$ cat src/rtl/glitc_conf_pkg.sv
// Shared types and constants for the GLITC configuration sequencer.
// Holds the per-channel state encoding, WISHBONE register indices and the
// bit offsets of the fields inside the CTRL and ERR registers.
package glitc_conf_pkg;

  // Channel state encoding; software reads these values from the STATE register.
  typedef enum logic [2:0] {
    ST_IDLE      = 3'd0,
    ST_PULSE     = 3'd1,
    ST_WAIT_INIT = 3'd2,
    ST_LOAD      = 3'd3,
    ST_DONE      = 3'd4,
    ST_ERROR     = 3'd5
  } conf_state_e;

  // Register index taken from byte address bits [3:2].
  localparam logic [1:0] REG_CTRL  = 2'd0;
  localparam logic [1:0] REG_STATE = 2'd1;
  localparam logic [1:0] REG_ERR   = 2'd2;

  // CTRL write fields.
  localparam int unsigned CTRL_START_LSB = 0;
  localparam int unsigned CTRL_ABORT_LSB = 8;

  // ERR register fields.
  localparam int unsigned ERR_TIMEOUT_LSB = 0;
  localparam int unsigned ERR_CRC_LSB     = 8;
  localparam int unsigned ERR_LOST_LSB    = 16;

  // Width of the per-channel cycle counter.
  localparam int unsigned CNT_W = 24;

  // A channel is busy while it is actively driving or waiting on the FPGA.
  function automatic logic is_busy(input conf_state_e s);
    return !(s inside {ST_IDLE, ST_DONE, ST_ERROR});
  endfunction

endpackage

$ cat src/rtl/glitc_conf_sequencer_if.sv
// WISHBONE slave bus bundle for the GLITC configuration sequencer.
// Signal names keep the slave-side _i/_o suffixes so they match the bus map.
interface glitc_conf_sequencer_if;
  logic        cyc_i;
  logic        stb_i;
  logic        we_i;
  logic [4:0]  adr_i;
  logic [31:0] dat_i;
  logic [31:0] dat_o;
  logic        ack_o;
  logic        err_o;
  logic        rty_o;

  modport slave (
    input  cyc_i, stb_i, we_i, adr_i, dat_i,
    output dat_o, ack_o, err_o, rty_o
  );

  modport master (
    output cyc_i, stb_i, we_i, adr_i, dat_i,
    input  dat_o, ack_o, err_o, rty_o
  );
endinterface

$ cat src/rtl/glitc_conf_channel.sv
// One GLITC configuration channel: INIT_B/DONE synchronisers, the
// configuration FSM, a saturating 24-bit cycle counter and the registered
// PROGRAM_B / ready outputs. Error events are one-cycle pulses to the top.
// Optional build macro: GLITC_CONF_TIMEOUT_EN enables WAIT_INIT and LOAD
// watchdogs; without it those states wait indefinitely.
module glitc_conf_channel
  import glitc_conf_pkg::*;
#(
  parameter int unsigned PROG_CYCLES  = 16,
  parameter int unsigned INIT_TIMEOUT = 32'd1048575,
  parameter int unsigned DONE_TIMEOUT = 32'd16777215
) (
  input  logic        clk,
  input  logic        rst_n,
  input  logic        start,
  input  logic        abort,
  input  logic        init_b_async,
  input  logic        done_async,
  output conf_state_e state,
  output logic        program_b,
  output logic        gready,
  output logic        init_b_sync,
  output logic        done_sync,
  output logic        timeout_evt,
  output logic        crc_evt,
  output logic        lost_evt
);

  localparam logic [CNT_W-1:0] PROG_LAST = CNT_W'(PROG_CYCLES - 1);

`ifdef GLITC_CONF_TIMEOUT_EN
  localparam logic [CNT_W-1:0] INIT_LAST = CNT_W'(INIT_TIMEOUT - 1);
  localparam logic [CNT_W-1:0] DONE_LAST = CNT_W'(DONE_TIMEOUT - 1);
`else
  logic unused_timeouts;
  assign unused_timeouts = ^{INIT_TIMEOUT, DONE_TIMEOUT};
`endif

  conf_state_e      state_q, state_d;
  logic [CNT_W-1:0] cnt_q, cnt_d;
  logic             program_b_q, program_b_d;
  logic             gready_q, gready_d;
  logic             init_meta_q, init_meta_d, init_sync_q, init_sync_d;
  logic             done_meta_q, done_meta_d, done_sync_q, done_sync_d;
  logic [CNT_W-1:0] cnt_inc;

  // Counter never wraps: it holds at all-ones.
  assign cnt_inc = (cnt_q == '1) ? cnt_q : cnt_q + 1'b1;

  // Next-state, counter, synchroniser and output computation.
  always_comb begin
    // NOTE: every variable gets a default before any branch, so no path leaves
    // one unassigned and no latch is inferred.
    state_d     = state_q;
    cnt_d       = cnt_inc;
    timeout_evt = 1'b0;
    crc_evt     = 1'b0;
    lost_evt    = 1'b0;
    init_meta_d = init_b_async;
    init_sync_d = init_meta_q;
    done_meta_d = done_async;
    done_sync_d = done_meta_q;

    unique case (state_q)
      ST_PULSE: begin
        if (cnt_q >= PROG_LAST) begin
          state_d = ST_WAIT_INIT;
          cnt_d   = '0;
        end
      end
      ST_WAIT_INIT: begin
        if (init_sync_q) begin
          state_d = ST_LOAD;
          cnt_d   = '0;
        end
`ifdef GLITC_CONF_TIMEOUT_EN
        else if (cnt_q >= INIT_LAST) begin
          state_d     = ST_ERROR;
          timeout_evt = 1'b1;
        end
`endif
      end
      ST_LOAD: begin
        // INIT_B dropping during the load is the FPGA flagging a CRC error.
        if (!init_sync_q) begin
          state_d = ST_ERROR;
          crc_evt = 1'b1;
        end else if (done_sync_q) begin
          state_d = ST_DONE;
        end
`ifdef GLITC_CONF_TIMEOUT_EN
        else if (cnt_q >= DONE_LAST) begin
          state_d     = ST_ERROR;
          timeout_evt = 1'b1;
        end
`endif
      end
      ST_DONE: begin
        if (!done_sync_q) begin
          state_d  = ST_IDLE;
          lost_evt = 1'b1;
        end
      end
      default: ;
    endcase

    // Software commands override the FSM; abort outranks start, and neither
    // leaves an error event behind since the channel is being redirected.
    if (abort) begin
      state_d     = ST_IDLE;
      cnt_d       = '0;
      timeout_evt = 1'b0;
      crc_evt     = 1'b0;
      lost_evt    = 1'b0;
    end else if (start) begin
      state_d     = ST_PULSE;
      cnt_d       = '0;
      timeout_evt = 1'b0;
      crc_evt     = 1'b0;
      lost_evt    = 1'b0;
    end

    // Outputs are registered from the next state so they line up with it.
    program_b_d = (state_d != ST_PULSE);
    gready_d    = (state_d == ST_DONE);
  end

  // State, counter, synchroniser and output registers.
  always_ff @(posedge clk or negedge rst_n) begin
    // NOTE: sequential state uses non-blocking assignments so every flop
    // samples pre-edge values regardless of statement order.
    if (!rst_n) begin
      state_q     <= ST_IDLE;
      cnt_q       <= '0;
      program_b_q <= 1'b1;
      gready_q    <= 1'b0;
      init_meta_q <= 1'b0;
      init_sync_q <= 1'b0;
      done_meta_q <= 1'b0;
      done_sync_q <= 1'b0;
    end else begin
      state_q     <= state_d;
      cnt_q       <= cnt_d;
      program_b_q <= program_b_d;
      gready_q    <= gready_d;
      init_meta_q <= init_meta_d;
      init_sync_q <= init_sync_d;
      done_meta_q <= done_meta_d;
      done_sync_q <= done_sync_d;
    end
  end

  assign state       = state_q;
  assign program_b   = program_b_q;
  assign gready      = gready_q;
  assign init_b_sync = init_sync_q;
  assign done_sync   = done_sync_q;

endmodule

$ cat src/rtl/glitc_conf_sequencer.sv
// GLITC configuration sequencer top: WISHBONE register decode and the
// write-one-to-clear error flags around NCH glitc_conf_channel instances.
// Registers: 0 CTRL/STATUS, 1 STATE (read-only), 2 ERR (W1C), 3 reads 0.
// NCH must lie in 1..8 and PROG_CYCLES must be at least 2.
// Optional build macro: GLITC_CONF_TIMEOUT_EN adds the timeout flags ERR[7:0].
module glitc_conf_sequencer
  import glitc_conf_pkg::*;
#(
  parameter int unsigned NCH          = 4,
  parameter int unsigned PROG_CYCLES  = 16,
  parameter int unsigned INIT_TIMEOUT = 32'd1048575,
  parameter int unsigned DONE_TIMEOUT = 32'd16777215
) (
  input  logic                    clk_i,
  input  logic                    rst_n_i,
  glitc_conf_sequencer_if.slave   wb,
  output logic [NCH-1:0]          gready_o,
  output logic [NCH-1:0]          PROGRAM_B,
  input  logic [NCH-1:0]          INIT_B,
  input  logic [NCH-1:0]          DONE
);

  logic             bus_req;
  logic             wr_en;
  logic [1:0]       reg_sel;
  logic [NCH-1:0]   ch_start, ch_abort;
  logic [NCH-1:0]   ch_init_sync, ch_done_sync;
  logic [NCH-1:0]   ch_timeout_evt, ch_crc_evt, ch_lost_evt;
  conf_state_e      ch_state [NCH];

  logic [NCH-1:0]   crc_err_q, crc_err_d;
  logic [NCH-1:0]   lost_err_q, lost_err_d;
`ifdef GLITC_CONF_TIMEOUT_EN
  logic [NCH-1:0]   tmo_err_q, tmo_err_d;
`endif

  // Zero-wait WISHBONE slave: every strobed cycle is acknowledged at once.
  assign bus_req   = wb.cyc_i & wb.stb_i;
  assign wr_en     = bus_req & wb.we_i;
  assign reg_sel   = wb.adr_i[3:2];
  assign wb.ack_o  = bus_req;
  assign wb.err_o  = 1'b0;
  assign wb.rty_o  = 1'b0;

  // CTRL writes become one-cycle start/abort commands for each channel.
  assign ch_start = (wr_en && reg_sel == REG_CTRL) ? wb.dat_i[CTRL_START_LSB +: NCH] : '0;
  assign ch_abort = (wr_en && reg_sel == REG_CTRL) ? wb.dat_i[CTRL_ABORT_LSB +: NCH] : '0;

  for (genvar g = 0; g < NCH; g++) begin : g_ch
    glitc_conf_channel #(
      .PROG_CYCLES  (PROG_CYCLES),
      .INIT_TIMEOUT (INIT_TIMEOUT),
      .DONE_TIMEOUT (DONE_TIMEOUT)
    ) u_ch (
      .clk          (clk_i),
      .rst_n        (rst_n_i),
      .start        (ch_start[g]),
      .abort        (ch_abort[g]),
      .init_b_async (INIT_B[g]),
      .done_async   (DONE[g]),
      .state        (ch_state[g]),
      .program_b    (PROGRAM_B[g]),
      .gready       (gready_o[g]),
      .init_b_sync  (ch_init_sync[g]),
      .done_sync    (ch_done_sync[g]),
      .timeout_evt  (ch_timeout_evt[g]),
      .crc_evt      (ch_crc_evt[g]),
      .lost_evt     (ch_lost_evt[g])
    );
  end

  // Error flags: a new event wins over a simultaneous W1C of the same bit.
  always_comb begin
    logic w1c;
    w1c        = wr_en && (reg_sel == REG_ERR);
    crc_err_d  = (crc_err_q  & ~(w1c ? wb.dat_i[ERR_CRC_LSB  +: NCH] : '0)) | ch_crc_evt;
    lost_err_d = (lost_err_q & ~(w1c ? wb.dat_i[ERR_LOST_LSB +: NCH] : '0)) | ch_lost_evt;
`ifdef GLITC_CONF_TIMEOUT_EN
    tmo_err_d  = (tmo_err_q  & ~(w1c ? wb.dat_i[ERR_TIMEOUT_LSB +: NCH] : '0)) | ch_timeout_evt;
`endif
  end

  // Error flag registers.
  always_ff @(posedge clk_i or negedge rst_n_i) begin
    if (!rst_n_i) begin
      crc_err_q  <= '0;
      lost_err_q <= '0;
`ifdef GLITC_CONF_TIMEOUT_EN
      tmo_err_q  <= '0;
`endif
    end else begin
      crc_err_q  <= crc_err_d;
      lost_err_q <= lost_err_d;
`ifdef GLITC_CONF_TIMEOUT_EN
      tmo_err_q  <= tmo_err_d;
`endif
    end
  end

  // Read mux; fields are padded to eight channels so unused bits read 0.
  always_comb begin
    logic [7:0]  busy_v, init_v, done_v, gready_v, tmo_v, crc_v, lost_v;
    logic [23:0] state_v;
    busy_v   = '0;
    init_v   = '0;
    done_v   = '0;
    gready_v = '0;
    tmo_v    = '0;
    crc_v    = '0;
    lost_v   = '0;
    state_v  = '0;
    for (int i = 0; i < NCH; i++) begin
      busy_v[i]          = is_busy(ch_state[i]);
      state_v[3*i +: 3]  = ch_state[i];
    end
    init_v[NCH-1:0]   = ch_init_sync;
    done_v[NCH-1:0]   = ch_done_sync;
    gready_v[NCH-1:0] = gready_o;
    crc_v[NCH-1:0]    = crc_err_q;
    lost_v[NCH-1:0]   = lost_err_q;
`ifdef GLITC_CONF_TIMEOUT_EN
    tmo_v[NCH-1:0]    = tmo_err_q;
`endif
    unique case (reg_sel)
      REG_CTRL:  wb.dat_o = {gready_v, done_v, init_v, busy_v};
      REG_STATE: wb.dat_o = {8'h00, state_v};
      REG_ERR:   wb.dat_o = {8'h00, lost_v, crc_v, tmo_v};
      default:   wb.dat_o = '0;
    endcase
  end

  // Address bits outside [3:2] and data bits for absent channels are don't-care.
`ifdef GLITC_CONF_TIMEOUT_EN
  logic unused_bus;
  assign unused_bus = ^{wb.adr_i[4], wb.adr_i[1:0], wb.dat_i};
`else
  logic unused_bus;
  assign unused_bus = ^{wb.adr_i[4], wb.adr_i[1:0], wb.dat_i, ch_timeout_evt};
`endif

endmodule
$ cat src/flat_wrapper.sv
// flat-port wrapper written by rule: the top's interface ports become plain ports
module glitc_conf_sequencer_flat import glitc_conf_pkg::*;
#(
  parameter int unsigned NCH          = 4,
  parameter int unsigned PROG_CYCLES  = 16,
  parameter int unsigned INIT_TIMEOUT = 32'd1048575,
  parameter int unsigned DONE_TIMEOUT = 32'd16777215
)
  (clk_i, rst_n_i, gready_o, PROGRAM_B, INIT_B, DONE, wb_cyc_i, wb_stb_i, wb_we_i, wb_adr_i, wb_dat_i, wb_dat_o, wb_ack_o, wb_err_o, wb_rty_o);
  glitc_conf_sequencer_if wb_i ();
  input  logic clk_i;
  input  logic rst_n_i;
  output logic [NCH-1:0] gready_o;
  output logic [NCH-1:0] PROGRAM_B;
  input  logic [NCH-1:0] INIT_B;
  input  logic [NCH-1:0] DONE;
  input wire logic [$bits(wb_i.cyc_i)-1:0] wb_cyc_i;
  input wire logic [$bits(wb_i.stb_i)-1:0] wb_stb_i;
  input wire logic [$bits(wb_i.we_i)-1:0] wb_we_i;
  input wire logic [$bits(wb_i.adr_i)-1:0] wb_adr_i;
  input wire logic [$bits(wb_i.dat_i)-1:0] wb_dat_i;
  output wire logic [$bits(wb_i.dat_o)-1:0] wb_dat_o;
  output wire logic [$bits(wb_i.ack_o)-1:0] wb_ack_o;
  output wire logic [$bits(wb_i.err_o)-1:0] wb_err_o;
  output wire logic [$bits(wb_i.rty_o)-1:0] wb_rty_o;
  assign wb_i.cyc_i = wb_cyc_i;
  assign wb_i.stb_i = wb_stb_i;
  assign wb_i.we_i = wb_we_i;
  assign wb_i.adr_i = wb_adr_i;
  assign wb_i.dat_i = wb_dat_i;
  assign wb_dat_o = wb_i.dat_o;
  assign wb_ack_o = wb_i.ack_o;
  assign wb_err_o = wb_i.err_o;
  assign wb_rty_o = wb_i.rty_o;
  glitc_conf_sequencer #(.NCH(NCH), .PROG_CYCLES(PROG_CYCLES), .INIT_TIMEOUT(INIT_TIMEOUT), .DONE_TIMEOUT(DONE_TIMEOUT)) u_core (.clk_i(clk_i), .rst_n_i(rst_n_i), .wb(wb_i), .gready_o(gready_o), .PROGRAM_B(PROGRAM_B), .INIT_B(INIT_B), .DONE(DONE));
endmodule
$ cat config.mk
export PLATFORM = sky130hd
export DESIGN_NAME = glitc_conf_sequencer_flat
export DESIGN_NICKNAME = d
export VERILOG_FILES = /design/src/rtl/glitc_conf_pkg.sv /design/src/rtl/glitc_conf_sequencer_if.sv /design/src/rtl/glitc_conf_channel.sv /design/src/rtl/glitc_conf_sequencer.sv /design/src/flat_wrapper.sv
export SDC_FILE = /design/constraint.sdc
export NUM_CORES = 1
export LEC_CHECK = 0
export ABC_CLOCK_PERIOD_IN_PS = 2600
export CORE_MARGIN = 1.5
export CORE_UTILIZATION = 56
export CTS_CLUSTER_DIAMETER = 60
export DETAILED_ROUTE_END_ITERATION = 8
export GPL_TIMING_DRIVEN = 0
export PLACE_DENSITY = 0.92
export SLEW_MARGIN = 5
export SYNTH_ARGS = -nofsm -noshare
export SYNTH_HDL_FRONTEND = slang
export SYNTH_SLANG_ARGS = --single-unit
export TNS_END_PERCENT = 50
$ cat constraint.sdc
create_clock -name clk_i -period 2.6 [get_ports clk_i]
set_input_delay 0.39 -clock clk_i [delete_from_list [all_inputs] [get_ports clk_i]]
set_output_delay 0.39 -clock clk_i [all_outputs]
set_load 0.01 [all_outputs]
==> impl_metrics.csv <==
group,metric,value,unit
placed_design,numPortBuffers,54,
run_status,violations,"negative setup slack",
timing,final-max-slew-violation-count,0,
floorplanning,core_area,13200,µm²
detailed_routing,dr.pass1.iters,5,
power,p_leak,0.00390,µW
hold_path,hold_start,"u_core.g_ch[2].u_ch.done_meta_q",
yosys,ys_ff_latch,140,
clock_tree,cts-root-buf,"clkbuf_16",
timing,report.final.setup_viol,1,
detailed_routing,vias,6530,
timing,max_slew_margin,0.456,
floorplanning,start_util,0.576,
power,switching_share,0.327,
clock_tree,numCtsBuffers,17,
timing,worst_slew_pin_slew,0.810,ns
yosys,synth-compound-area-share,0.110,
timing,max_freq,0.381,GHz
power,powerDensity,837,nW/µm²
critical_path,worstSetupPathType,"in -> out",
global_routing,grt.overflow.total,0,
yosys,synth_area,7630,µm²
timing,period_share,1.01,
clock_tree,clkLatencyLatePin,0.43,ns
final_layout,mostFrequentLayoutCells,"dfrtp_1, nor2_1, nand2_1",
critical_path,worstSetupStartpointType,"input pin",
timing,setup_slack,-0.0230,ns
timing,grt_setup_unrepaired,"yes",
clock_tree,cts_tree,"done",
yosys,ys_types,60,
power,clockPowerShare,0.335,
critical_path,reg2reg_from,"u_core.g_ch[0].u_ch.cnt_q[0]",
power,internal_power,5140,µW
yosys,syn_avg_cell_area,9.17,µm²
power,totalPowerFinal,7640,µW
detailed_routing,drt-wirelength-per-cell,16.2,µm
floorplanning,die_w,120,µm
power,vdd_drop_max,0.528,mV
critical_path,critPathLaunch,"wb_adr_i[2]",
detailed_routing,drc,0,
final_layout,synthToLayoutAreaGrowth,19.8,%
yosys,synth_fa_ha_area_frac,0.00656,
placed_design,placed_area,8470,µm²
placed_design,dp_hpwl,12100,µm
yosys,synth-xor-area-share,0.0827,
detailed_routing,antenna_left,0,
yosys,ys_warn_count,0,
placed_design,globalplace.congestion,0.884,
final_layout,drive_gt1_frac,0.103,
final_layout,fill_cells,990,
final_layout,final_common_cell,"dfrtp_1",
yosys,synth_mux_area_frac,0.0131,
critical_path,critPathRequiredTime,2.21,ns
floorplanning,die_area,14300,µm²
power,power_frac_comb,0.270,
yosys,synthArstFlopShare,1.00,
floorplanning,pin_count,93,
clock_tree,clockBufferDepth,2,
detailed_routing,viasPerCell,5.90,
power,pwr-share-seq,0.395,
global_routing,grt_usage,0.267,
floorplanning,num_rows,42,
global_routing,first_global_vias,6344,
critical_path,cp.arrival,2.23,ns
global_routing,antenna_found_initial,0,
timing,skew,0.0155,ns
yosys,synthCells,832,
final_layout,nets,972,
critical_path,end_kind,"output port",
flow_run,cap_violations,0,
timing,finalHoldViolCount,0,
yosys,synthSimpleGateAreaFrac,0.276,
clock_tree,clk_pin_slew,0.06,ns
global_routing,grt_max_degree,77,
yosys,synth_seq_area_share,0.460,
final_layout,final_cell_area,9130,µm²
final_layout,antenna_cells,0,
yosys,synth_top_family_by_area,"simple AND/OR/NAND/NOR gates",
hold_path,min_path_type,"reg -> reg",
yosys,synthFlopType,"dfrtp_1",
clock_tree,htreeDepth,4,
yosys,synth_edf_count,0,
detailed_routing,routed_wirelength,17900,µm
global_routing,grt_pass1_wl,30400,µm
floorplanning,chipHeight,120,µm
clock_tree,numClockSinks,140,
power,power.switching,2500,µW
critical_path,critPathMaxFanout,10,
detailed_routing,drt_iter0_markers,521,
run_status,outcome,"finished with violations",
timing,period_minus_slack,2.62,ns
[power groups by stage]
stage,registers [µW],clock network (µW),logic [µW]
global route,3070,2680,2310
detailed placement,3000,0,2060
CTS,2980,2580,2070
finish,3020,2560,2060
floorplan,2900,0,1420
global placement,2970,0,1980
[area by class of cell]
cell class / instances / area (µm²) / area share
plain buffers: 58 / 334 / 0.0366
clock buffers: 23 / 498 / 0.0545
clock inverters: 9 / 131 / 0.0144
inverters: 15 / 56.3 / 0.00616
multi-input cells: 630 / 3800 / 0.416
flip-flops and latches: 140 / 3510 / 0.384
well taps: 176 / 220 / 0.0241
repair buffers: 56 / 582 / 0.0637
[routing by layer]
metal / vias up / part of all wire / track usage
li1: 3133 / - / -
met1: 3129 / 0.43 / 0.345
met2: 232 / 0.49 / 0.435
met3: 36 / 0.053 / 0.0618
met4: 0 / 0.024 / 0.115
met5: - / 0 / 0
[state kept, by name, summed over array words and instances (netlist names)]
name	flops
u_core.g_ch.u_ch.done_meta_q	4
u_core.g_ch.u_ch.init_b_sync	4
u_core.g_ch.u_ch.program_b	4
u_core.g_ch.u_ch.gready	4
u_core.crc_err_q	4
u_core.g_ch.u_ch.cnt_q	96
u_core.lost_err_q	4
u_core.g_ch.u_ch.init_meta_q	4
u_core.g_ch.u_ch.state	12
u_core.g_ch.u_ch.done_sync	4
[stage by stage]
stage,TNS (ns),util,setup slack (ns),hold WS (ns),instances
after floorplan,0,-,0.587,0.0944,845
after global placement,-598.77,0.637,-4.25,0.335,1075
after detailed placement,-20.71,0.639,-0.594,0.336,1076
after CTS,0,0.688,0.0281,0.348,1108
after global routing,-0.220,0.690,-0.0685,0.350,1107
final,-0.0230,0.690,-0.0230,0.348,1107
[cell usage after synthesis (19+ instances only)]
cell type | number | share of area
a21oi_1 | 44 | 0.029
and4_1 | 19 | 0.022
buf_4 | 22 | 0.022
clkbuf_1 | 21 | 0.010
dfrtp_1 | 136 | 0.45
nand2_1 | 63 | 0.031
nand3_1 | 38 | 0.025
nand4_1 | 32 | 0.026
nor2_1 | 103 | 0.051
nor3_1 | 19 | 0.012
nor4_1 | 36 | 0.030
o21ai_0 | 34 | 0.022
xnor2_1 | 56 | 0.064
[kinds of logic (layout without fill, tap and decap cells)]
logic type                 after synthesis  after routing
buffers and inverters                   75            161
other                                    1             14
AOI/OAI and AO/OA                      133            133
DFF                                    140            140
muxes                                   10             10
adders and majority gates                4              4
and+or+nand+nor                        397            397
xor gates and xnor gates                72             72
[critical path, stage by stage]
cell and delay, ns:
clkdlybuf4s50_1 0.52, buf_4 0.22, mux2i_1 0.09, o21ai_0 0.39, clkdlybuf4s50_1 0.63
[worst paths after layout]
check	to	slack, ns	cells after the start
max	wb_dat_o[8]	-0.02	5
min	u_core.g_ch[2].u_ch.done_sync	0.35	0
max reg2reg	u_core.g_ch[0].u_ch.cnt_q[11]	0.21	7
min reg2reg	u_core.g_ch[2].u_ch.done_sync	0.35	0
max in group asynchronous	u_core.g_ch[3].u_ch.program_b	1.29	3
min in group asynchronous	u_core.g_ch[0].u_ch.cnt_q[7]	0.53	2
[what timing repair did]
item,4_1_cts,5_1_grt
hold endpoints to repair,61,0
hold buffers,1,0
resized for setup,9,10
endpoints found under the setup margin,20,71
setup buffers,0,0
pin swaps,1,0
(Power assumes the default switching activity.)
==> patch 1, RTL diff (same settings) <==
Add a define of `GLITC_CONF_TIMEOUT_EN`.
--- a/src/rtl/glitc_conf_channel.sv
+++ b/src/rtl/glitc_conf_channel.sv
@@ -5,2 +5,4 @@
 // watchdogs; without it those states wait indefinitely.
+`define GLITC_CONF_TIMEOUT_EN
+
 module glitc_conf_channel
Check against the original RTL: no difference found for any inputs over 4 cycles, from zero or initial values and one cycle with rst_n_i low; that may be too few to reach the edited logic, so the function may still have changed.
==> patch 1 against the original RTL <==
  * Register-to-register slack worse by 90 ps
  * Power rose by 7.7%
  * Clock power shrank 6%
  * Non-clock buffer count is 2 lower
  * Clock skew decreased by 7.5 ps
  * Count of clock-buffer cells in the layout is 3 higher
  * Routed wire length up 11%
  * Area after synthesis grew 7.0%
  * Setup slack improved by 94 ps
  * Synthesized cell count increased by 11%
  * Critical endpoint is now wb_dat_o[11]
  * Final area rose by 5.1%
  * Sequential share of layout area shrank 0.79 points
  * Sequential cell count is 4 higher
  * Critical path type is now reg -> out
  * Global-route usage rose by 0.38 points
==> patch 1: results (changes against the original RTL) <==
.. list-table::
   :header-rows: 1

   * - Metric
     - Value
   * - Worst IR Drop VDD
     - 0.5529 mV (was 0.5283 mV)
   * - Routed wire length
     - 19.81 mm (was 17.88 mm)
   * - Routability-driven placement congestion ratio
     - 0.9090 (was 0.8839)
   * - Via count of the first global-routing pass
     - 6798 (was 6344)
   * - CP Max Fanout
     - 9 (was 10)
   * - Proportion of synthesized chip area in sequential cells
     - 44.22% (was 46.00%)
   * - DRC violation total after the first TritonRoute iteration
     - 733 (was 521)
   * - GRT Total Usage
     - 27.13% (was 26.75%)
   * - Post-DP Area
     - 8994 µm² (was 8466 µm²)
   * - Area share of the largest cell type after synthesis
     - 42.93% (was 44.62%)
   * - Origin of the worst setup path
     - u_core.g_ch[3].u_ch.state[2] (was wb_adr_i[2])
   * - Class of the worst hold path
     - in -> async (was reg -> reg)
   * - Pre-CTS setup slack
     - -513.0 ps (was -593.9 ps)
   * - Largest register by flop count
     - u_core.g_ch.u_ch.cnt_q (unchanged)
   * - Net switching fraction of the power
     - 35.62% (was 32.71%)
   * - Synth cell count leaders
     - dfrtp_1 (140), nor2_1 (134), nand2_1 (90) (was dfrtp_1 (136), nor2_1 (103), nand2_1 (63))
   * - Run status
     - finished, final reports clean (was finished, violations left)
   * - Clk Latency, worst-skew pair
     - 430 ps (about the same)
   * - Count of cell types in the netlist
     - 74 (was 60)
   * - Clock root buffer
     - clkbuf_16 (unchanged)
   * - Setup slack on the worst flop-to-flop path
     - 120 ps (was 210 ps)
   * - Setup skew after layout
     - 7.976 ps (was 15.50 ps)
   * - Synthesis warning total
     - 0 (unchanged)
   * - Leak Pwr
     - 4.162 nW (was 3.903 nW)
   * - Capturing element of the worst setup path
     - wb_dat_o[11] (was wb_dat_o[8])
   * - Number of detailed-routing iterations run before antenna repair
     - 6 (was 5)
   * - Source of the worst register-to-register timing path
     - u_core.g_ch[0].u_ch.cnt_q[1] (was u_core.g_ch[0].u_ch.cnt_q[0])
   * - CTS HTree Levels
     - 4 (unchanged)
   * - Global-route wire length before repair
     - 32.56 mm (was 30.39 mm)
   * - Max-slew headroom at the worst pin
     - 38.73% (was 45.57%)
   * - Fin nets
     - 1061 (was 972)
   * - Placed Instances
     - 1168 (was 1076)
   * - Number of port buffers
     - 53 (was 54)
   * - Mean cell area of the mapped netlist
     - 8.860 µm² (was 9.167 µm²)
   * - Vias
     - 7304 (was 6530)
   * - Data arrival time of the worst path
     - 2140 ps (was 2230 ps)
   * - Via density
     - 6.112 (was 5.899)
   * - Share of cells above drive strength 1
     - 9.261% (was 10.31%)
   * - Post-layout min period
     - 2529 ps (was 2623 ps)
   * - Largest net degree at the start of global routing
     - 88 (was 77)
   * - Cell types occupying the most area after synthesis
     - dfrtp_1 (43%), nor2_1 (6.2%), xor2_1 (4.6%) (was dfrtp_1 (45%), xnor2_1 (6.4%), nor2_1 (5.1%))
   * - HPWL Detailed
     - 13.54 mm (was 12.15 mm)
   * - R2r endpoint
     - u_core.g_ch[0].u_ch.cnt_q[22] (was u_core.g_ch[0].u_ch.cnt_q[11])
-- patch 1: logic make-up after synthesis --
group,Yosys count,synth area share [%]
AOI/OAI and AO/OA,132,10.92
xor gates and xnor gates,74,7.942
adders and majority gates,8,1.227
buffers and inverters,85,5.198
DFF,144,44.22
muxes,9,1.104
other,1,0.04595
and+or+nand+nor,468,29.35
-- patch 1: metrics by stage --
stage | hold WS, ps | power [mW]
finish | 20.53 | 8.229
global route | 104.8 | 8.706
CTS | 62.14 | 8.186
detailed placement | 337.0 | 5.772
global placement | 333.4 | 5.676
floorplan | 94.41 | 4.926
-- patch 1: what timing repair did --
action	CTS	global route
pin swaps	1	0
setup endpoints to repair	26	69
cloned	0	0
resized for setup	7	16
-- patch 1: how the worst min path moves through the flow --
stage                                    startpoint                               to  slack [ps]  cells past startpoint
finish                                      rst_n_i     u_core.g_ch[2].u_ch.cnt_q[5]          20                      1
global route                                rst_n_i     u_core.g_ch[2].u_ch.cnt_q[0]         100                      1
CTS                                         rst_n_i    u_core.g_ch[2].u_ch.cnt_q[15]          60                      1
detailed placement  u_core.g_ch[3].u_ch.init_meta_q  u_core.g_ch[3].u_ch.init_b_sync         340                      0
global placement    u_core.g_ch[3].u_ch.init_meta_q  u_core.g_ch[3].u_ch.init_b_sync         330                      0
floorplan                                   rst_n_i              u_core.crc_err_q[0]          90                      0
-- patch 1: worst max-delay path, stage by stage (launching register included) --
cell and delay, ps:
dfrtp_1 330, clkbuf_1 310, mux2i_1 120, o21ai_0 340, clkdlybuf4s50_1 610
-- patch 1: metal layers --
| metal | part of all wire, % | track usage (%) | up-vias |
|---|---|---|---|
| met1 | 42 | 36.71 | 3473 |
| met3 | 7.8 | 6.090 | 53 |
| met4 | 2.5 | 10.92 | 0 |
| met5 | 0 | 0 | - |
| met2 | 48 | 42.44 | 355 |
| li1 | - | - | 3423 |
-- patch 1: cell type report --
class	instances	area (µm²)
repair buffers	54	558.0
plain buffers	58	332.8
well taps	180	225.2
multi-input cells	705	4208
fillers	1055	4444
inverters	23	86.33
clock buffers	26	499.2
flip-flops and latches	144	3611
clock inverters	5	77.57
-- patch 1: power groups by stage --
stage	logic, mW	clock network (mW)	registers (mW)
after floorplan	1.89	0	3.04
after global placement	2.55	0	3.13
after detailed placement	2.63	0	3.14
after CTS	2.61	2.42	3.15
after global routing	2.89	2.54	3.27
final	2.62	2.40	3.21
==> patch 2, RTL diff (config.mk and constraints unchanged) <==
Made on the original files. Make the reset (`rst_n` and `rst_n_i`) synchronous in 2 clocked blocks.
--- a/src/rtl/glitc_conf_channel.sv
+++ b/src/rtl/glitc_conf_channel.sv
@@ -128,3 +128,3 @@
   // State, counter, synchroniser and output registers.
-  always_ff @(posedge clk or negedge rst_n) begin
+  always_ff @(posedge clk) begin
     // NOTE: sequential state uses non-blocking assignments so every flop
--- a/src/rtl/glitc_conf_sequencer.sv
+++ b/src/rtl/glitc_conf_sequencer.sv
@@ -83,3 +83,3 @@
   // Error flag registers.
-  always_ff @(posedge clk_i or negedge rst_n_i) begin
+  always_ff @(posedge clk_i) begin
     if (!rst_n_i) begin
Function: differs if rst_n_i is asserted again (counterexample within 4 cycles, from zero or initial values and one cycle with rst_n_i low); with rst_n_i held inactive, the same outputs for 4 cycles.
==> patch 2 against the original RTL <==
  * Non-clock buffer count fell by 6
  * Core utilization decreased by 0.44 points
  * Routed wire length decreased by 0.10%
  * Setup slack better by 99 ps
  * Sequential cell count unchanged
  * Sequential share of layout area down 5.7 points
  * Final area fell by 6.1%
  * Area after synthesis fell by 6.3%
  * Highest routed layer unchanged
Power is not compared: it rests on default switching activity, and its combinational part moved more than twofold at a synthesized area within 25%.
==> patch 2: results (changes against the original RTL) <==
.. list-table::
   :header-rows: 1

   * - Metric
     - Value
   * - Transition time of the tightest slew-check pin
     - 861.7 ps (was 809.7 ps)
   * - Routed WL per cell
     - 15.62 µm (was 16.16 µm)
   * - HPWL Detailed
     - 12.24 mm (was 12.15 mm)
   * - Largest net degree at the start of global routing
     - 17 (was 77)
   * - Routability-driven placement congestion ratio
     - 0.9043 (was 0.8839)
   * - R2r endpoint
     - u_core.g_ch[1].u_ch.cnt_q[9] (was u_core.g_ch[0].u_ch.cnt_q[11])
   * - Post-synthesis share of cell area spent on full adders, half adders and majority gates
     - 0.7004% (was 0.6562%)
   * - Global-route wire length before repair
     - 28.92 mm (was 30.39 mm)
   * - Run status
     - finished, final reports clean (was finished, violations left)
   * - Synthesized-area fraction occupied by ao, oa, aoi and oai cells
     - 14.55% (was 10.99%)
   * - Proportion of synthesized chip area in sequential cells
     - 39.22% (was 46.00%)
   * - DRC violation total after the first TritonRoute iteration
     - 820 (was 521)
   * - Synth Area in XOR/XNOR
     - 5.761% (was 8.268%)
   * - Worst hold path startpoint
     - u_core.g_ch[3].u_ch.init_meta_q (was u_core.g_ch[2].u_ch.done_meta_q)
   * - Share of async-settable or async-resettable flops after synthesis
     - 0% (was 100.0%)
   * - Number of detailed-routing iterations run before antenna repair
     - 6 (was 5)
   * - Data arrival time of the worst path
     - 2130 ps (was 2230 ps)
   * - WHS Path Cells
     - 1 (was 0)
   * - Worst hold endpoint
     - u_core.g_ch[3].u_ch.init_b_sync (was u_core.g_ch[2].u_ch.done_sync)
   * - Cell types occupying the most area after synthesis
     - dfxtp_1 (39%), nor2_1 (5.5%), a21oi_1 (4.0%) (was dfrtp_1 (45%), xnor2_1 (6.4%), nor2_1 (5.1%))
   * - Setup skew after layout
     - 8.799 ps (was 15.50 ps)
   * - GRT Total Usage
     - 27.09% (was 26.75%)
   * - Routed wire length
     - 17.87 mm (was 17.88 mm)
   * - Fin nets
     - 1013 (was 972)
   * - CP Max Fanout
     - 9 (was 10)
   * - Layout filler cell count
     - 1017 (was 990)
   * - Number of port buffers
     - 52 (was 54)
   * - Top_reg_cell synth
     - dfxtp_1 (was dfrtp_1)
   * - Source of the worst register-to-register timing path
     - u_core.g_ch[1].u_ch.cnt_q[0] (was u_core.g_ch[0].u_ch.cnt_q[0])
   * - Proportion of synthesized area in mux cells
     - 1.401% (was 1.312%)
   * - Pre-CTS setup slack
     - -70.60 ps (was -593.9 ps)
-- patch 2: changes by cell type after synthesis, moves of 10 or more --
cell,unedited run,this run
xnor2_1,56,32
and2_1,12,32
and4_1,19,9
dfrtp_1,136,0
o21ai_0,34,44
and3_1,13,30
dfxtp_1,0,140
a21oi_1,44,57
-- patch 2: cell type report --
type / instances / share of cell area [%]
repair buffers: 52 / 6.068
plain buffers: 56 / 3.676
well taps: 172 / 2.509
clock inverters: 14 / 2.319
clock buffers: 18 / 5.120
multi-input cells: 670 / 46.66
inverters: 22 / 0.9627
flip-flops and latches: 140 / 32.69
-- patch 2: repair_timing --
action	4_1_cts	5_1_grt
pin swaps	0	0
hold buffers	0	0
gates resized for setup	1	5
setup endpoints to repair	2	21
-- patch 2: how the worst max path moves through the flow --
| stage | endpoint | depth (start not counted) | slack, ps |
|---|---|---|---|
| after floorplan | u_core.g_ch[1].u_ch.cnt_q[18] | 7 | 610 |
| after global placement | u_core.g_ch[3].u_ch.cnt_q[5] | 8 | -10 |
| after detailed placement | u_core.g_ch[0].u_ch.cnt_q[10] | 7 | -70 |
| after CTS | u_core.g_ch[1].u_ch.cnt_q[10] | 7 | 30 |
| after global routing | wb_dat_o[3] | 4 | 5 |
| final | wb_dat_o[3] | 4 | 80 |
-- patch 2: critical path, delay by kind of cell (launching register included) --
family                 cells  cell delay [ps]
and+or+nand+nor            1              100
AOI/OAI and AO/OA          1              390
DFF                        1              300
buffers and inverters      2              930
-- patch 2: power by group through the flow --
stage / Clock (mW) / Sequential [mW] / Combinational [mW]
global route: 2.74 / 2.21 / 0.252
floorplan: 0 / 2.24 / 0.136
CTS: 2.64 / 2.20 / 0.226
global placement: 0 / 2.25 / 0.221
finish: 2.62 / 2.21 / 0.230
detailed placement: 0 / 2.25 / 0.223
-- patch 2: logic make-up (layout without fill, tap and decap cells) --
family	Yosys count	after routing
AO/OA/AOI/OAI	162	162
buffers and inverters	79	162
AND/OR/NAND/NOR	433	433
other	1	14
XOR/XNOR	47	47
adder cells (fa/ha/maj)	4	4
multiplexers	10	10
flip-flops	140	140
-- patch 2: per-layer routing --
metal / wire (µm) / global-route usage [%] / share of wire, %
met3: 1327 / 5.962 / 7.4
met4: 478 / 11.14 / 2.7
met2: 8488 / 44.43 / 48
met1: 7571 / 34.61 / 42
met5: 0 / 0 / 0
-- patch 2: per-stage QoR --
stage / instance area [µm²] / hold WS, ps / total power, mW
final: 8578 / 430.4 / 5.054
after global routing: 8578 / 449.6 / 5.200
after CTS: 8566 / 420.4 / 5.074
after detailed placement: 7930 / 417.7 / 2.473
after global placement: 7930 / 414.5 / 2.468
after floorplan: 7194 / 411.9 / 2.378
